**config.mk**
```make
export PLATFORM = sky130hd
export DESIGN_NAME = mem_stage
export DESIGN_NICKNAME = d
export VERILOG_FILES = /design/src/rtl/mem_stage.sv
export SDC_FILE = /design/constraint.sdc
export NUM_CORES = 1
export LEC_CHECK = 0
export BUFFER_PORTS_ARGS = -buffer_cell sky130_fd_sc_hd__clkbuf_2
export CAP_MARGIN = 10
export CORE_UTILIZATION = 50
export DETAILED_ROUTE_END_ITERATION = 10
export PLACE_DENSITY = 0.79
export SKIP_CTS_REPAIR_TIMING = 1
export SLEW_MARGIN = 5
export SYNTH_ARGS = -nofsm -noshare
export SYNTH_HDL_FRONTEND = slang
export SYNTH_SLANG_ARGS = --single-unit
export TNS_END_PERCENT = 50
```
**constraint.sdc**
```tcl
create_clock -name clk -period 1.89 [get_ports clk]
set_input_delay 0.2835 -clock clk [delete_from_list [all_inputs] [get_ports clk]]
set_output_delay 0.2835 -clock clk [all_outputs]
set_load 0.005 [all_outputs]
```
**src/rtl/mem_stage.sv**
```systemverilog
// MEM pipeline stage: data-memory req/ack access with lane steering, LFSR source and MEM/WB register.
// Optional macro DMEM_TIMEOUT_EN adds a BUSY wait counter, abort after TIMEOUT_CYC cycles and a bus_err port.
module mem_stage #(
   parameter logic [31:0] LFSR_SEED   = 32'hACE1_2025,
   parameter int unsigned TIMEOUT_CYC = 64
) (
   input  logic        clk,
   input  logic        rst_n,
   input  logic [31:0] next_pc_mem,
   input  logic [31:0] write_data_mem,
   input  logic [31:0] alu_result_mem,
   input  logic [1:0]  wb_sel_mem,
   input  logic [1:0]  read_width_mem,
   input  logic [4:0]  wrt_dst_mem,
   input  logic        random_mem,
   input  logic        mem_wrt_en_mem,
   input  logic        reg_wrt_en_mem,
   input  logic        read_unsigned_mem,
   input  logic        rd_en_mem,
   input  logic        rdi_mem,
   output logic        dmem_req,
   output logic        dmem_we,
   output logic [31:0] dmem_addr,
   output logic [3:0]  dmem_be,
   output logic [31:0] dmem_wdata,
   input  logic [31:0] dmem_rdata,
   input  logic        dmem_ack,
   output logic        stall_mem,
   output logic        misalign_err,
`ifdef DMEM_TIMEOUT_EN
   output logic        bus_err,
`endif
   output logic [31:0] wbdata_wb,
   output logic [4:0]  wrt_dst_wb,
   output logic        reg_wrt_en_wb,
   output logic        rdi_wb
);

   localparam logic [31:0] LFSR_TAPS = 32'h8020_0003;

   if (LFSR_SEED == 32'h0 || TIMEOUT_CYC == 0) begin : g_bad_param
      $error("mem_stage: LFSR_SEED and TIMEOUT_CYC must be non-zero");
   end

   typedef enum logic {ST_IDLE, ST_BUSY} state_e;

   state_e      state_q, state_d;
   logic [31:0] lfsr_q, lfsr_d;
   logic        we_q, we_d;
   logic [31:0] addr_q, addr_d;
   logic [3:0]  be_q, be_d;
   logic [31:0] wdata_q, wdata_d;
   logic [31:0] wbdata_q, wbdata_d;
   logic [4:0]  wrt_dst_q, wrt_dst_d;
   logic        reg_wrt_en_q, reg_wrt_en_d;
   logic        rdi_q, rdi_d;
`ifdef DMEM_TIMEOUT_EN
   logic [31:0] wait_cnt_q, wait_cnt_d;
`endif

   logic        access, bad_align, misaligned, aligned_acc;
   logic        busy, timeout, bus_vld;
   logic [31:0] addr_live, wdata_live, load_data, result;
   logic [3:0]  be_live;
   logic [7:0]  rd_byte;
   logic [15:0] rd_half;

   always_comb begin : decode
      access    = rd_en_mem | mem_wrt_en_mem;
      addr_live = {alu_result_mem[31:2], 2'b00};
      unique case (read_width_mem)
         2'b00:   bad_align = 1'b0;
         2'b01:   bad_align = alu_result_mem[0];
         2'b10:   bad_align = |alu_result_mem[1:0];
         default: bad_align = 1'b1;
      endcase
      misaligned  = access & bad_align;
      aligned_acc = access & ~bad_align;

      unique case (read_width_mem)
         2'b00: begin
            be_live    = 4'b0001 << alu_result_mem[1:0];
            wdata_live = {4{write_data_mem[7:0]}};
         end
         2'b01: begin
            be_live    = alu_result_mem[1] ? 4'b1100 : 4'b0011;
            wdata_live = {2{write_data_mem[15:0]}};
         end
         default: begin
            be_live    = 4'b1111;
            wdata_live = write_data_mem;
         end
      endcase

      unique case (alu_result_mem[1:0])
         2'b00:   rd_byte = dmem_rdata[7:0];
         2'b01:   rd_byte = dmem_rdata[15:8];
         2'b10:   rd_byte = dmem_rdata[23:16];
         default: rd_byte = dmem_rdata[31:24];
      endcase
      rd_half = alu_result_mem[1] ? dmem_rdata[31:16] : dmem_rdata[15:0];
      unique case (read_width_mem)
         2'b00:   load_data = read_unsigned_mem ? {24'h0, rd_byte} : {{24{rd_byte[7]}}, rd_byte};
         2'b01:   load_data = read_unsigned_mem ? {16'h0, rd_half} : {{16{rd_half[15]}}, rd_half};
         default: load_data = dmem_rdata;
      endcase

      if (random_mem) begin
         result = lfsr_q;
      end else begin
         unique case (wb_sel_mem)
            2'b01:   result = load_data;
            2'b10:   result = next_pc_mem;
            default: result = alu_result_mem;
         endcase
      end
   end

   assign busy = (state_q == ST_BUSY);

`ifdef DMEM_TIMEOUT_EN
   assign timeout = busy & ~dmem_ack & (wait_cnt_q == TIMEOUT_CYC - 1);
   assign bus_err = timeout;
`else
   assign timeout = 1'b0;
`endif

   // In BUSY the bus is driven from the copy latched on entry; gating with rst_n drops the request during reset.
   assign bus_vld      = rst_n & (busy ? ~timeout : aligned_acc);
   assign dmem_req     = bus_vld;
   assign dmem_we      = bus_vld & (busy ? we_q : mem_wrt_en_mem);
   assign dmem_addr    = bus_vld ? (busy ? addr_q : addr_live) : '0;
   assign dmem_be      = bus_vld ? (busy ? be_q : be_live) : '0;
   assign dmem_wdata   = bus_vld ? (busy ? wdata_q : wdata_live) : '0;
   assign stall_mem    = rst_n & aligned_acc & ~dmem_ack & ~timeout;
   assign misalign_err = rst_n & misaligned;

   assign wbdata_wb     = wbdata_q;
   assign wrt_dst_wb    = wrt_dst_q;
   assign reg_wrt_en_wb = reg_wrt_en_q;
   assign rdi_wb        = rdi_q;

   always_comb begin : next_state
      state_d = state_q;
      we_d    = we_q;
      addr_d  = addr_q;
      be_d    = be_q;
      wdata_d = wdata_q;
`ifdef DMEM_TIMEOUT_EN
      wait_cnt_d = wait_cnt_q;
`endif
      unique case (state_q)
         ST_IDLE: begin
            if (aligned_acc && !dmem_ack) begin
               state_d = ST_BUSY;
               we_d    = mem_wrt_en_mem;
               addr_d  = addr_live;
               be_d    = be_live;
               wdata_d = wdata_live;
`ifdef DMEM_TIMEOUT_EN
               wait_cnt_d = '0;
`endif
            end
         end
         default: begin
            if (dmem_ack || timeout) state_d = ST_IDLE;
`ifdef DMEM_TIMEOUT_EN
            wait_cnt_d = wait_cnt_q + 32'd1;
`endif
         end
      endcase

      lfsr_d = {1'b0, lfsr_q[31:1]} ^ (lfsr_q[0] ? LFSR_TAPS : '0);

      wbdata_d     = wbdata_q;
      wrt_dst_d    = wrt_dst_q;
      rdi_d        = rdi_q;
      reg_wrt_en_d = 1'b0;
      if (!stall_mem && !misaligned) begin
         wrt_dst_d = wrt_dst_mem;
         rdi_d     = rdi_mem;
         if (timeout) begin
            wbdata_d     = 32'hDEAD_BEEF;
            reg_wrt_en_d = reg_wrt_en_mem & rd_en_mem;
         end else begin
            wbdata_d     = result;
            reg_wrt_en_d = reg_wrt_en_mem;
         end
      end
   end

   always_ff @(posedge clk or negedge rst_n) begin
      if (!rst_n) begin
         state_q      <= ST_IDLE;
         lfsr_q       <= LFSR_SEED;
         we_q         <= 1'b0;
         addr_q       <= '0;
         be_q         <= '0;
         wdata_q      <= '0;
         wbdata_q     <= '0;
         wrt_dst_q    <= '0;
         reg_wrt_en_q <= 1'b0;
         rdi_q        <= 1'b0;
`ifdef DMEM_TIMEOUT_EN
         wait_cnt_q   <= '0;
`endif
      end else begin
         state_q      <= state_d;
         lfsr_q       <= lfsr_d;
         we_q         <= we_d;
         addr_q       <= addr_d;
         be_q         <= be_d;
         wdata_q      <= wdata_d;
         wbdata_q     <= wbdata_d;
         wrt_dst_q    <= wrt_dst_d;
         reg_wrt_en_q <= reg_wrt_en_d;
         rdi_q        <= rdi_d;
`ifdef DMEM_TIMEOUT_EN
         wait_cnt_q   <= wait_cnt_d;
`endif
      end
   end

endmodule

```
==> results of run 1 <==
## layout make-up
type | instances | share of cell area (%)
well taps | 211 | 2.54
inverters | 12 | 0.433
repair buffers | 320 | 19.4
flip-flops and latches | 139 | 33.6
clock buffers | 17 | 4.09
clock inverters | 15 | 1.56
multi-input cells | 564 | 38.4
## cells in the final DEF, fill, tap and decap left out, types with 7 or more instances in the layout
cell type,n
clkbuf_2,249
dfrtp_1,126
nor2_1,89
mux2i_1,83
nand2_1,80
a21oi_1,61
buf_4,42
o21ai_0,41
mux2_4,30
a221o_1,24
mux2_2,21
clkbuf_16,20
nand2b_1,18
o22ai_1,17
a221oi_1,14
dfstp_2,12
inv_1,11
nor2_2,11
buf_12,11
a21oi_2,9
nand3_1,7
o311ai_1,7
a32o_1,7
## registers in the layout, indices dropped and copies added, names as in the netlist
signal and flops:
wbdata_wb 32, wrt_dst_wb 5, we_q 1, busy 1, addr_q 30, reg_wrt_en_wb 1, lfsr_q 32, be_q 4
wdata_q 32, rdi_wb 1
## worst max-delay path by stage
| stage | startpoint | endpoint | slack (ps) | depth (start not counted) |
|---|---|---|---|---|
| 4_1_cts | busy | dmem_wdata[31] | -220 | 4 |
| 5_1_grt | busy | dmem_wdata[8] | -160 | 6 |
| 6_report | busy | dmem_wdata[8] | -100 | 6 |
| 3_3_place_gp | alu_result_mem[0] | dmem_addr[9] | 40 | 8 |
| 3_5_place_dp | alu_result_mem[0] | dmem_addr[9] | -10 | 8 |
| 2_1_floorplan | wb_sel_mem[1] | wbdata_wb[5] | 130 | 9 |
## routing by layer
| layer | vias up | share of wire, % | global-route usage [%] |
|---|---|---|---|
| li1 | 3330 | - | - |
| met3 | 83 | 9.0 | 8.54 |
| met2 | 445 | 46 | 46.0 |
| met5 | - | 0 | 0 |
| met1 | 3526 | 41 | 40.4 |
| met4 | 0 | 4.4 | 15.8 |
## worst register-to-register path, stage by stage, from the launching register on
cell and delay, ps:
dfrtp_4 430, buf_2 190, nor2_1 70, o211ai_1 190
buf_12 350, mux2_2 420
## through the flow
stage | TNS (ps) | total power [mW] | std cells
global route | -9530 | 9.95 | 1278
CTS | -10180 | 9.38 | 1261
floorplan | 0 | 5.11 | 782
finish | -5700 | 9.55 | 1278
global placement | 0 | 5.97 | 1229
detailed placement | -14.5 | 6.03 | 1229
## logic make-up (layout without fill, tap and decap cells)
logic type                 count (synthesis)  count (layout)  share of synthesized area [%]
adders and majority gates                  2               2                          0.319
muxes                                    139             139                           20.0
buffers and inverters                     79             364                           5.40
AOI/OAI and AO/OA                        197             197                           17.2
xor gates and xnor gates                   3               3                          0.335
other                                      1               2                         0.0478
and+or+nand+nor                          221             221                           12.1
DFF                                      139             139                           44.6
## power by group through the flow
stage / registers, mW / logic, mW / clock network [mW]
after floorplan: 3.73 / 1.38 / 0
after global placement: 3.79 / 2.19 / 0
after detailed placement: 3.81 / 2.23 / 0
after CTS: 3.76 / 2.24 / 3.38
after global routing: 3.81 / 2.60 / 3.53
final: 3.77 / 2.41 / 3.37
==> flow_summary_export.csv, run 1 <==
group,metric,value,unit
finish,nFillCells,1190,
logic_synthesis,ys_types,52,
routing,vias,7384,
setup_path,crit_required,1610,ps
logic_synthesis,synth_edf_count,0,
floorplan,pin_count,257,
floorplan,dieArea,16200,sq um
hold_path,min_path_type,"input pin to async pin",
timing,max_freq,502,MHz
floorplan,start_util,51.4,%
clock_tree,h-tree-depth,4,
floorplan,die_h,127,um
setup_path,r2r_slack,130,ps
logic_synthesis,netlist_instances,781,
logic_synthesis,netlist.area_leader.share,40.5,%
setup_path,cp_slowest_cell,"dfrtp_4",
clock_tree,cts.sinks,139,
routing,routed_via_density,5.78,
timing,fin_crit_sh,105,%
finish,antennaDiodeCount,0,
logic_synthesis,ys_warn_count,0,
clock_tree,cts-root-buf,"clkbuf_16",
power_and_ir_drop,p_switching,2.91,mW
logic_synthesis,ys_top_cells_by_count,"dfrtp_1 (127), nor2_1 (101), mux2i_1 (87)",
timing,slew_headroom,35.9,%
finish,multi_input_area,4000,sq um
routing,drc_errors,0,
finish,layout-drive-gt1-share,42.3,%
timing,hold_slack,-101,ps
timing,worstMarginPinSlew,959,ps
outcome,violations,"negative hold slack, negative setup slack",
job,max_cap_violations,0,
power_and_ir_drop,p_clk_share,35.2,%
logic_synthesis,ys_ff_latch,139,
global_routing,antenna_found_initial,0,
setup_path,timing.rr.end,"we_q",
timing,hold_viol,69,
finish,seq_area,3500,sq um
global_routing,grt_use_total,30.6,%
timing,clock_skew,6.56,ps
clock_tree,clk_latency,430,ps
finish,final_util,68.2,%
power_and_ir_drop,p_int,6.64,mW
place,place_area,9490,sq um
floorplan,die_w,127,um
setup_path,end_kind,"output port",
global_routing,grt_pass1_wl,37.3,mm
place,place_congestion,0.955,
finish,finalNetCount,1202,
clock_tree,clockBufferDepth,2,
power_and_ir_drop,pwr-share-seq,39.5,%
timing,rsz0062_at_grt,"yes",
setup_path,crit_top_cell,"buf_12",
power_and_ir_drop,leakagePower,5.17,nW
power_and_ir_drop,combPwrFrac,25.3,%
setup_path,crit_path_start_kind,"register",
global_routing,grt_overflow,0,
power_and_ir_drop,sw_frac_of_total,30.5,%
routing,wire_per_inst,20.4,um
setup_path,crit_type,"register to output port",
outcome,outcome,"complete, but fails checks",
clock_tree,path_clk_slew,60,ps
logic_synthesis,ys_seq_area_share,44.6,%
clock_tree,cts_tree,"done",
place,post-dp-hpwl,18.1,mm
routing,wirelength,26.0,mm
setup_path,crit_chain,"buf_12, o21ai_4, buf_12, buf_12, nor2_1, buf_2",
place,post-place-ws,-14.5,ps
routing,drtPass1Iterations,5,
logic_synthesis,synthArstFlopShare,100,%
logic_synthesis,synth_area,7840,sq um
setup_path,cp.buffers_inverters,4,
setup_path,cp_max_fo,17,
global_routing,grt_pass1_vias,6731,
logic_synthesis,avgSynthCellArea,10.0,sq um
logic_synthesis,synth_most_common_cell,"dfrtp_1",
routing,dr.first_iter.drc_count,632,
timing,finalSetupViolCount,68,
power_and_ir_drop,peakVddDrop,0.000728,V
floorplan,rows,45,
timing,slew_violations,0,
finish,syn_to_final_growth,32.9,%
power_and_ir_drop,p_per_area,917,nW/um^2
timing,setup_slack,-102,ps
finish,stdcell_area,10400,sq um
floorplan,core_area,15300,sq um
logic_synthesis,synth_area_leaders,"dfrtp_1 (41%), mux2i_1 (11%), mux2_4 (5.7%)",
logic_synthesis,yosysTopAreaCell,"dfrtp_1",
logic_synthesis,ys_dominant_reg_cell,"dfrtp_1",
timing,finalCriticalPeriod,1990,ps
setup_path,crit_arrival,1710,ps
setup_path,cp_top_family,"buffers and inverters",
place,numPortBuffers,254,
setup_path,cpPeakStageDelay,490,ps
setup_path,r2r-start,"busy",
clock_tree,cts-buffers-inserted,17,
setup_path,rr_worst_depth,5,
routing,detail-route-antenna-nets,0,
global_routing,grt_max_degree,102,
Note: power is estimated with default switching activity, not from simulation.
==> inputs of run 2 (changes only) <==
--- a/config.mk
+++ b/config.mk
@@ -9,7 +9,7 @@
 export CAP_MARGIN = 10
 export CORE_UTILIZATION = 50
 export DETAILED_ROUTE_END_ITERATION = 10
-export PLACE_DENSITY = 0.79
+export PLACE_DENSITY = 0.8
 export SKIP_CTS_REPAIR_TIMING = 1
 export SLEW_MARGIN = 5
 export SYNTH_ARGS = -nofsm -noshare
==> flow_summary_export.csv, run 2 (synthesis gave the netlist of run 1 again) <==
group,metric,value,unit
floorplan,core_area,15300,sq um
finish,syn_to_final_growth,36.4,%
routing,routed_via_density,6.02,
clock_tree,clockBufferDepth,2,
routing,drc_errors,0,
floorplan,die_h,127,um
setup_path,cp_max_fo,12,
global_routing,grt_use_total,30.6,%
timing,max_freq,488,MHz
setup_path,end_kind,"output port",
finish,layout-drive-gt1-share,44.1,%
place,place_area,9510,sq um
setup_path,cp.buffers_inverters,3,
finish,stdcell_area,10700,sq um
power_and_ir_drop,pwr-share-seq,39.4,%
timing,hold_viol,0,
floorplan,die_w,127,um
finish,layout_commonest_cell,"clkbuf_2",
power_and_ir_drop,sw_frac_of_total,30.6,%
timing,fin_crit_sh,108,%
timing,slew_headroom,48.3,%
routing,vias,7688,
routing,drtPass1Iterations,5,
routing,wire_per_inst,20.9,um
clock_tree,clk_latency,420,ps
power_and_ir_drop,p_switching,2.94,mW
finish,finalNetCount,1202,
floorplan,dieArea,16200,sq um
finish,multi_input_area,4100,sq um
place,post-dp-hpwl,18.1,mm
finish,seq_area,3500,sq um
place,numPortBuffers,254,
power_and_ir_drop,power,9.61,mW
global_routing,grt_pass1_wl,37.3,mm
hold_path,holdCritStartpoint,"wrt_dst_mem[0]",
setup_path,crit_arrival,1770,ps
routing,wirelength,26.7,mm
timing,tns,-3960,ps
power_and_ir_drop,peakVddDrop,0.000672,V
setup_path,crit_required,1610,ps
power_and_ir_drop,leakagePower,5.27,nW
timing,finalSetupViolCount,68,
timing,worstMarginPinSlew,775,ps
finish,layout_common_cells,"clkbuf_2 (237), dfrtp_1 (126), nand2_1 (80)",
place,place_congestion,0.914,
global_routing,antenna_found_initial,0,
setup_path,cp_top_family,"flip-flops",
finish,antennaDiodeCount,0,
routing,detail-route-antenna-nets,0,
finish,nFillCells,1138,
clock_tree,cts_tree,"done",
power_and_ir_drop,combPwrFrac,26.9,%
timing,slew_violations,0,
hold_path,min_path_type,"input pin to register",
timing,finalCriticalPeriod,2050,ps
job,max_cap_violations,0,
global_routing,grt_pass1_vias,6890,
floorplan,pin_count,257,
clock_tree,path_clk_slew,60,ps
timing,rsz0062_at_grt,"yes",
timing,clock_skew,8.19,ps
setup_path,crit_chain,"buf_12, buf_16, nor2_2, a21oi_1, nor2_1, buf_2",
timing,setup_slack,-160,ps
setup_path,cp_slowest_cell,"dfrtp_4",
setup_path,r2r-start,"busy",
outcome,outcome,"complete, but fails checks",
routing,dr.first_iter.drc_count,717,
floorplan,start_util,51.4,%
clock_tree,cts-buffers-inserted,17,
clock_tree,cts.sinks,139,
floorplan,rows,45,
global_routing,grt_overflow,0,
power_and_ir_drop,p_clk_share,33.7,%
setup_path,crit_type,"register to output port",
setup_path,worstSetupStartpoint,"busy",
power_and_ir_drop,p_int,6.67,mW
setup_path,cpPeakStageDelay,530,ps
power_and_ir_drop,p_per_area,898,nW/um^2
clock_tree,cts-root-buf,"clkbuf_16",
global_routing,grt_max_degree,139,
clock_tree,h-tree-depth,4,
setup_path,crit_path_start_kind,"register",
outcome,violations,"negative setup slack",
==> run 2: through the flow <==
| stage | setup WS [ps] | util (%) | hold slack, ps | instances |
|---|---|---|---|---|
| 2_1_floorplan | 130 | - | -12.1 | 782 |
| 5_1_grt | -209 | 70.1 | 55.8 | 1278 |
| 6_report | -160 | 70.1 | 58.1 | 1278 |
| 3_3_place_gp | 3.05 | 62.3 | 207 | 1224 |
| 3_5_place_dp | -31.6 | 62.3 | 204 | 1224 |
| 4_1_cts | -134 | 66.1 | -242 | 1256 |
==> run 2: metal layers <==
metal / track usage (%) / vias up / wire length [um]
met2: 48.1 / 494 / 12400
met1: 39.9 / 3768 / 10600
li1: - / 3339 / -
met3: 7.66 / 87 / 2570
met4: 13.7 / 0 / 1120
met5: 0 / - / 0
==> run 2: layout make-up <==
cell class / count / area share [%]
tap: 211 / 2.47
multi-input combinational: 564 / 38.4
sequential: 139 / 32.7
clock buffer: 20 / 4.27
clock inverter: 12 / 1.06
inverter: 12 / 0.421
timing repair buffer: 320 / 20.7
==> run 2: tightest hold or removal path: cells and delay by family <==
family | cells | cell delay, ps
AND/OR/NAND/NOR | 2 | 90
buffers and inverters | 1 | 70
==> run 2: power by group through the flow <==
stage          Combinational, mW  Clock (mW)  Sequential [mW]
6_report                    2.58        3.23             3.79
5_1_grt                     2.78        3.41             3.83
4_1_cts                     2.27        3.25             3.76
3_5_place_dp                2.26           0             3.80
3_3_place_gp                2.20           0             3.79
2_1_floorplan               1.38           0             3.73
==> run 2: path summary, 6_finish.rpt <==
kind	end	slack (ps)	cells past startpoint
setup / recovery	dmem_wdata[8]	-160	6
hold / removal	wrt_dst_wb[0]	60	3
setup reg to reg	addr_q[8]	200	5
hold reg to reg	lfsr_q[22]	370	0
max in group asynchronous	wdata_q[5]	1160	3
min in group asynchronous	addr_q[23]	130	3
==> inputs of run 3 (changes only) <==
--- a/config.mk
+++ b/config.mk
@@ -10,6 +10,7 @@
 export CORE_UTILIZATION = 50
 export DETAILED_ROUTE_END_ITERATION = 10
 export PLACE_DENSITY = 0.8
+export REMOVE_ABC_BUFFERS = 1
 export SKIP_CTS_REPAIR_TIMING = 1
 export SLEW_MARGIN = 5
 export SYNTH_ARGS = -nofsm -noshare
==> flow_summary_export.csv, run 3 (synthesis gave the netlist of run 1 again) <==
group,metric,value,unit
outcome,outcome,"complete, but fails checks",
outcome,violations,"negative hold slack, negative setup slack",
finish,syn_to_final_growth,32.0,%
finish,layout_commonest_cell,"clkbuf_2",
setup_path,cp_max_fo,18,
floorplan,dieArea,16200,sq um
setup_path,cp.buffers_inverters,4,
clock_tree,cts.sinks,139,
clock_tree,h-tree-depth,4,
floorplan,core_area,15300,sq um
routing,wl_met3,1.38,mm
timing,hold_slack,-19.8,ps
floorplan,die_h,127,um
global_routing,grt_pass1_wl,36.5,mm
timing,worstMarginPinSlew,856,ps
timing,clock_skew,9.00,ps
routing,wire_per_inst,18.9,um
setup_path,crit_required,1610,ps
global_routing,grt_overflow,0,
job,max_cap_violations,0,
finish,layout_common_cells,"clkbuf_2 (250), dfrtp_1 (126), mux2i_1 (85)",
timing,rsz0062_at_grt,"yes",
routing,vias,7263,
power_and_ir_drop,peakVddDrop,0.000706,V
clock_tree,clockBufferDepth,2,
finish,instances_no_fill,1271,
routing,wirelength,24.0,mm
setup_path,crit_path_start_kind,"input pin",
floorplan,die_w,127,um
clock_tree,cts_tree,"done",
global_routing,grt_pass1_vias,6775,
setup_path,cp_slowest_cell,"o21a_1",
timing,max_freq,501,MHz
place,placedCellCount,1232,
finish,finalNetCount,1195,
global_routing,grt_max_degree,70,
setup_path,crit_chain,"buf_2, o21a_1, o22ai_2, o21a_1, o21ai_4, buf_12, buf_12, nor2_1, clkbuf_2",
clock_tree,cts-buffers-inserted,17,
timing,fin_crit_sh,106,%
timing,setup_slack,-106,ps
clock_tree,cts-root-buf,"clkbuf_16",
clock_tree,clk_latency,420,ps
setup_path,end_kind,"output port",
setup_path,cpPeakStageDelay,230,ps
routing,top_layer_used,"met4",
power_and_ir_drop,leakagePower,5.16,nW
routing,drtPass1Iterations,5,
place,numPortBuffers,254,
hold_path,min_path_type,"input pin to async pin",
floorplan,rows,45,
finish,antennaDiodeCount,0,
place,post-dp-hpwl,17.3,mm
timing,slew_headroom,42.9,%
timing,finalCriticalPeriod,2000,ps
global_routing,grt_use_total,29.5,%
clock_tree,path_clk_slew,60,ps
setup_path,cp_top_family,"compound AO/OA/AOI/OAI gates",
floorplan,pin_count,257,
setup_path,crit_type,"input pin to output port",
routing,detail-route-antenna-nets,0,
timing,slew_violations,0,
routing,wl_met1,10.1,mm
timing,finalSetupViolCount,57,
timing,hold_viol,40,
routing,routed_via_density,5.71,
power_and_ir_drop,p_per_area,921,nW/um^2
timing,tns,-3970,ps
routing,drc_errors,0,
routing,dr.first_iter.drc_count,515,
floorplan,start_util,51.4,%
finish,layout-drive-gt1-share,43.1,%
routing,wl_met2,11.6,mm
setup_path,crit_arrival,1710,ps
place,place_congestion,0.877,
global_routing,antenna_found_initial,0,
run 3: worst paths after layout:
kind / from / endpoint / slack, ps / cells after the start
setup reg to reg: busy / addr_q[31] / 0 / 5
setup / recovery: alu_result_mem[0] / dmem_wdata[31] / -110 / 9
max in group asynchronous: rst_n / wbdata_wb[6] / 190 / 4
hold reg to reg: lfsr_q[27] / lfsr_q[26] / 370 / 0
min in group clk: dmem_ack / busy / 50 / 2
hold / removal: rst_n / be_q[2] / -20 / 2
run 3: cell type report:
| type | instances | area, sq um |
|---|---|---|
| Clock buffer | 19 | 453 |
| Clock inverter | 13 | 154 |
| Fill cell | 1150 | 4910 |
| Inverter | 12 | 45.0 |
| Multi-Input combinational cell | 564 | 4040 |
| Sequential cell | 139 | 3500 |
| Tap cell | 211 | 264 |
| Timing Repair Buffer | 313 | 1900 |
run 3: power breakdown:
group,internal (mW),switching [mW],leakage (nW)
combinational,1.18,1.17,3.15
clock,2.05,1.38,0.297
sequential,3.47,0.281,1.71
total,6.70,2.83,5.16
run 3: per-layer routing:
metal	GRT usage, %	vias to the layer above
li1	-	3328
met1	39.2	3552
met2	46.9	313
met3	5.19	70
met4	14.2	0
met5	0	-
run 3: stage by stage:
step / hold WS (ps) / worst slack [ps] / total power, mW / utilization, % / instance area, sq um
after floorplan: -12.1 / -3820 / 5.05 / - / 7460
final: -19.8 / -106 / 9.53 / 67.8 / 10300
after global routing: 12.8 / -172 / 9.97 / 67.8 / 10300
after CTS: -91.1 / -124 / 9.45 / 66.4 / 10100
after detailed placement: 353 / -179 / 6.03 / 62.4 / 9520
after global placement: 349 / -37.8 / 5.95 / 62.4 / 9520
